`src/rtl/cap_scan_pkg.sv`:
```
// Shared types and defaults for the multi-pad capacitive-touch scanner.
package cap_scan_pkg;

  typedef enum logic [1:0] {
    IDLE      = 2'd0,
    DISCHARGE = 2'd1,
    MEASURE   = 2'd2,
    EVAL      = 2'd3
  } state_t;

  localparam int DEF_N_CH          = 4;
  localparam int DEF_CNT_W         = 12;
  localparam int DEF_DISCHARGE_CYC = 16;
  localparam int DEF_TIMEOUT       = 4095;
  localparam int DEF_THRESH        = 40;
  localparam int DEF_DEB_N         = 3;

  // Channel index width; a single-pad build still gets a 1-bit index.
  function automatic int ch_w(input int n);
    return (n <= 1) ? 1 : $clog2(n);
  endfunction

endpackage

```
`src/rtl/cap_in_sync.sv`:
```
// N-bit two-flop synchronizer for asynchronous pad levels.
module cap_in_sync #(
  parameter int W = 1
) (
  input  logic         clk,
  input  logic         reset,
  input  logic [W-1:0] d,
  output logic [W-1:0] q
);

  logic [W-1:0] sync_p0;

  // Two flop stages; reset clears both so a grounded pad reads 0.
  always_ff @(posedge clk or posedge reset) begin
    if (reset) begin
      sync_p0 <= '0;
      q       <= '0;
    end else begin
      sync_p0 <= d;
      q       <= sync_p0;
    end
  end

endmodule

```
`src/rtl/cap_scan_sched.sv`:
```
// Time-multiplexed capacitive-touch scanner: discharges each pad, times its
// charge-up through the external pull-up, and debounces the comparison of
// that count against a per-pad baseline into touch flags.
// Optional: define CAP_BASELINE_TRACK_EN to let an untouched pad's baseline
// drift one count per scan toward quiet samples.
module cap_scan_sched
  import cap_scan_pkg::*;
#(
  parameter int N_CH          = DEF_N_CH,
  parameter int CNT_W         = DEF_CNT_W,
  parameter int DISCHARGE_CYC = DEF_DISCHARGE_CYC,
  parameter int TIMEOUT       = DEF_TIMEOUT,
  parameter int THRESH        = DEF_THRESH,
  parameter int DEB_N         = DEF_DEB_N
) (
  input  logic                    clk,
  input  logic                    reset,
  input  logic                    enable,
  input  logic [N_CH-1:0]         cap_in,
  output logic [N_CH-1:0]         cap_out,
  output logic [N_CH-1:0]         cap_oe,
  output logic [N_CH-1:0]         touch,
  output logic                    sample_valid,
  output logic [ch_w(N_CH)-1:0]   sample_ch,
  output logic [CNT_W-1:0]        sample_cnt
);

  localparam int CH_W = ch_w(N_CH);
  localparam int DC_W = $clog2(DISCHARGE_CYC + 1);
  localparam int DB_W = $clog2(DEB_N + 1);
  localparam logic [CNT_W-1:0] TMO = CNT_W'(TIMEOUT);

  // Threshold level at one extra bit so baseline + delta never wraps.
  function automatic logic [CNT_W:0] level_add(input logic [CNT_W-1:0] b, input int delta);
    return {1'b0, b} + (CNT_W+1)'(delta);
  endfunction

`ifdef CAP_BASELINE_TRACK_EN
  // One-count step toward the sample; equal values leave the baseline alone.
  function automatic logic [CNT_W-1:0] step_toward(input logic [CNT_W-1:0] b,
                                                   input logic [CNT_W-1:0] s);
    if (s > b) return b + 1'b1;
    else if (s < b) return b - 1'b1;
    else return b;
  endfunction
`endif

  state_t            state, state_nxt;
  logic [CH_W-1:0]   ch;
  logic [DC_W-1:0]   dcnt;
  logic [CNT_W-1:0]  cnt;
  logic [N_CH-1:0]   cap_sync;
  logic              meas_done;
  logic [CNT_W-1:0]  baseline [N_CH];
  logic [N_CH-1:0]   cal_done;
  logic [DB_W-1:0]   deb [N_CH];
  logic [CNT_W:0]    hi_lvl, lo_lvl;
  logic              cand;

  assign cap_out = '0;

  cap_in_sync #(.W(N_CH)) u_sync (
    .clk   (clk),
    .reset (reset),
    .d     (cap_in),
    .q     (cap_sync)
  );

  assign meas_done = (state == MEASURE) && (cap_sync[ch] || (cnt == TMO));

  // Next-state logic plus pad drive and sample strobe decode.
  always_comb begin
    state_nxt    = state;
    cap_oe       = '1;
    sample_valid = 1'b0;
    unique case (state)
      IDLE:      if (enable) state_nxt = DISCHARGE;
      DISCHARGE: if (dcnt == DC_W'(DISCHARGE_CYC - 1)) state_nxt = MEASURE;
      MEASURE: begin
        cap_oe[ch] = 1'b0;
        if (meas_done) state_nxt = EVAL;
      end
      EVAL: begin
        sample_valid = 1'b1;
        state_nxt    = enable ? DISCHARGE : IDLE;
      end
      default:   state_nxt = IDLE;
    endcase
  end

  // State register, channel pointer, phase counters and sample capture.
  always_ff @(posedge clk or posedge reset) begin
    if (reset) begin
      state      <= IDLE;
      ch         <= '0;
      dcnt       <= '0;
      cnt        <= '0;
      sample_ch  <= '0;
      sample_cnt <= '0;
    end else begin
      state <= state_nxt;
      dcnt  <= (state == DISCHARGE) ? dcnt + 1'b1 : '0;
      cnt   <= (state == MEASURE && !meas_done) ? cnt + 1'b1 : '0;
      if (meas_done) begin
        sample_ch  <= ch;
        sample_cnt <= cnt;
      end
      if (state == EVAL) ch <= (ch == CH_W'(N_CH - 1)) ? '0 : ch + 1'b1;
    end
  end

  // Candidate decision for the channel under evaluation.
  always_comb begin
    hi_lvl = level_add(baseline[ch], THRESH);
    lo_lvl = level_add(baseline[ch], THRESH / 2);
    cand   = touch[ch] ? ({1'b0, sample_cnt} < lo_lvl)
                       : ({1'b0, sample_cnt} > hi_lvl);
  end

  // Calibration, debounce and touch flag update, once per EVAL.
  always_ff @(posedge clk or posedge reset) begin
    if (reset) begin
      for (int i = 0; i < N_CH; i++) begin
        baseline[i] <= '0;
        deb[i]      <= '0;
      end
      cal_done <= '0;
      touch    <= '0;
    end else if (state == EVAL && sample_cnt != TMO) begin
      if (!cal_done[ch]) begin
        baseline[ch] <= sample_cnt;
        cal_done[ch] <= 1'b1;
      end else if (cand) begin
        if (deb[ch] == DB_W'(DEB_N - 1)) begin
          deb[ch]   <= '0;
          touch[ch] <= ~touch[ch];
        end else begin
          deb[ch] <= deb[ch] + 1'b1;
        end
      end else begin
        deb[ch] <= '0;
`ifdef CAP_BASELINE_TRACK_EN
        if (!touch[ch]) baseline[ch] <= step_toward(baseline[ch], sample_cnt);
`endif
      end
    end
  end

endmodule

```
`config.mk`:
```
export PLATFORM = sky130hd
export DESIGN_NAME = cap_scan_sched
export DESIGN_NICKNAME = d
export VERILOG_FILES = /design/src/rtl/cap_scan_pkg.sv /design/src/rtl/cap_in_sync.sv /design/src/rtl/cap_scan_sched.sv
export SDC_FILE = /design/constraint.sdc
export NUM_CORES = 1
export LEC_CHECK = 0
export BUFFER_PORTS_ARGS = -buffer_cell sky130_fd_sc_hd__buf_2
export CAP_MARGIN = 10
export CORE_ASPECT_RATIO = 1.5
export CORE_UTILIZATION = 55
export DETAILED_ROUTE_END_ITERATION = 6
export PLACE_DENSITY_LB_ADDON = 0.15
export REMOVE_ABC_BUFFERS = 1
export SLEW_MARGIN = 20
export SYNTH_ARGS = -nofsm -noshare
export SYNTH_HDL_FRONTEND = slang
export SYNTH_SLANG_ARGS = --single-unit
```
`constraint.sdc`:
```
create_clock -name clk -period 6.4 [get_ports clk]
set_input_delay 0.32 -clock clk [delete_from_list [all_inputs] [get_ports clk]]
set_output_delay 0.32 -clock clk [all_outputs]
set_load 0.02 [all_outputs]
```
==> reports/qor.yml <==
status: "finished clean"
cap_violations: 0
p_total_uw: 1777
final_area_um2: 6178
hold_depth: 1
cts_setup_buffers: 0
die_w_um: 84.68
grt_pass1_wl_um: 19260
cts_tree: "yes"
dr.pass1.iters: 6
grt_use_met2: 0.4089
power.density_nw_per_um2: 287.6
worstPathArrival_ps: 4500
path_class: "flip-flop to flip-flop"
met1_usage: 0.3115
reg2regPathDepth: 13
ys_types: 53
diodes: 0
hold_buffers: 1
clock_latency_ps: 340
antenna_found_initial: 0
yosysSeqAreaShare: 0.4748
synth-seq-cells: 107
die_height_um: 126.0
cp-start-kind: "flip-flop"
regArea_um2: 2678
relSlewSlack: 0.4431
finalHoldViolCount: 0
period_minus_slack_ps: 4254
tns_ps: 0
fin_nets: 519
synthCells: 440
wire_per_inst_um: 19.45
htreeDepth: 3
rrSetupSlack_ps: 2150
start_util: 0.5755
endpoint: "deb[7]"
multi_input_area_um2: 2785
place_congestion: 0.8286
r2r-start: "ch[0]"
cts_buffer_depth: 2
clkSlewWorstSetupHoldPaths_ps: 80
worst_slew_pin_slew_ps: 833.4
fmax_mhz: 235.1
cts_sinks: 107
num-fill-cells: 762
via_count: 3583
met3_usage: 0.04194
drt-vias-per-instance: 6.032
cts_root_buf: "clkbuf_16"
cts_resized: 0
worstPathRequired_ps: 6640
drv_slew: 0
clock_skew_ps: 9.477
setup_violations: 0
finalWirelength_um: 11550
num_rows: 44
io_pins: 34
drtIter0Drc: 184
placed_area_um2: 5852
rsz0062_at_grt: "false"
r2r_end: "deb[7]"
synthMuxAreaShare: 0.2004
grt_usage: 0.2384
grt_max_degree: 85
grt_busiest_layer: "met2"
worstHoldPathType: "input port to flip-flop"
grt_pass1_vias: 3679
async_flop_share: 1.000
ys_warn_count: 0
fp.dieArea_um2: 10670
cp_max_fo: 14
synth_edf_count: 0
drc_errors: 0
place_hpwl_um: 8051
synth_adder_area_share: 0.08431
drive_gt1_frac: 0.2902
post-route-period-util: 0.6647
avgSynthCellArea_um2: 12.82
netlist_area_um2: 5639
ir_drop_uv: 223.5
synth-main-ff-cell: "dfrtp_1"
synth_xor_area_frac: 0.04038
ant_nets: 0
core-area_um2: 9799
synth-simple-area-share: 0.09607
synth_compound_area_frac: 0.07011
endpoint_kind: "flip-flop"
port_buffers: 29
cts_buffers: 9
area_growth_pct: 9.563
p_leak_uw: 0.002976
synth_top_family_by_area: "multiplexers"
grt.overflow.total: 0
startpoint: "ch[0]"
cells in the final DEF (no fill, tap or decap), drive strengths merged, types with 8 or more instances in the layout:
cell    Yosys  final
a21oi      10     10
and3        8      8
buf        12     33
clkbuf      2     10
dfrtp     107    107
ha         38     38
inv        18     21
mux2       64     64
mux4       17     17
nand2      33     33
nand3      11     11
nand4       9      9
nor2       24     24
o21ai       9      9
o31ai       8      8
xnor2       8      8
xor2       18     18
metal layers:
metal	wire, um	part of all wire
met4	180	0.016
met3	339	0.029
met1	5039	0.44
met2	5991	0.52
met5	0	0
worst min-delay path by stage:
stage | from | slack [ps] | end
5_1_grt | cap_in[1] | 60 | u_sync.sync_p0[1]
2_1_floorplan | u_sync.sync_p0[0] | 330 | u_sync.q[0]
3_3_place_gp | reset | 290 | sample_ch[1]
4_1_cts | cap_in[2] | 70 | u_sync.sync_p0[2]
3_5_place_dp | reset | 300 | sample_ch[1]
6_report | cap_in[2] | 70 | u_sync.sync_p0[2]
worst max-delay path, stage by stage, from the launching register on:
cell	delay, ps
dfrtp_1	790
mux4_1	720
ha_1	260
or2_2	310
o221ai_4	200
nor2_1	100
nand2_1	90
xor2_1	70
ha_1	190
or3_2	460
a221oi_1	260
a211o_1	290
a32oi_4	120
o31ai_1	300
synth_stat cells (all sizes together), types with 2 or more instances:
| cell | instances | area share |
|---|---|---|
| mux4 | 17 | 0.072 |
| nand4 | 9 | 0.010 |
| inv | 18 | 0.012 |
| a31oi | 2 | 0.0022 |
| nand2 | 33 | 0.024 |
| xnor2 | 8 | 0.012 |
| or3 | 3 | 0.0036 |
| and3 | 8 | 0.011 |
| a211o | 3 | 0.0047 |
| nand3 | 11 | 0.011 |
| a41oi | 4 | 0.0062 |
| nor2 | 24 | 0.017 |
| a22oi | 2 | 0.0027 |
| mux2 | 64 | 0.13 |
| a211oi | 3 | 0.0040 |
| o21ai | 9 | 0.0080 |
| and2 | 4 | 0.0047 |
| clkbuf | 2 | 0.0013 |
| nor2b | 2 | 0.0022 |
| dfrtp | 107 | 0.47 |
| o31ai | 8 | 0.011 |
| ha | 38 | 0.084 |
| xor2 | 18 | 0.028 |
| nor3 | 3 | 0.0027 |
| nand2b | 7 | 0.0078 |
| buf | 12 | 0.020 |
| a21oi | 10 | 0.0095 |
registers in the layout (all words and copies together), names as in the netlist:
signal	flops
dcnt	5
state	2
u_sync.sync_p0	4
cnt	12
ch	2
baseline	48
touch	4
sample_ch	2
deb	8
cal_done	4
u_sync.q	4
sample_cnt	12
area by class of cell:
class | count | area share
flip-flops and latches | 107 | 0.4334
clock buffers | 10 | 0.03706
repair buffers | 34 | 0.03058
clock inverters | 6 | 0.01357
multi-input cells | 304 | 0.4508
inverters | 18 | 0.01134
well taps | 115 | 0.02329
power breakdown:
group | switching [uW] | internal, uW | leakage, uW
combinational | 250 | 175 | 0.00137
sequential | 54.9 | 729 | 0.00145
clock | 254 | 313 | 0.000152
cell families after synthesis:
group | Yosys count
flops | 107
simple gates | 106
mux | 81
compound gates | 49
fa+ha+maj | 38
buf+inv | 32
xor+xnor | 26
other cells | 1
per-stage QoR:
stage / instances / utilization / hold slack, ps / setup WS (ps)
2_1_floorplan: 429 / - / 331.2 / 2377
3_3_place_gp: 577 / 0.5972 / 290.2 / 2364
3_5_place_dp: 577 / 0.5972 / 298.7 / 2160
4_1_cts: 594 / 0.6301 / 65.88 / 2156
5_1_grt: 594 / 0.6305 / 59.09 / 1890
6_report: 594 / 0.6305 / 74.40 / 2146
Note: power is estimated with default switching activity, not from simulation.
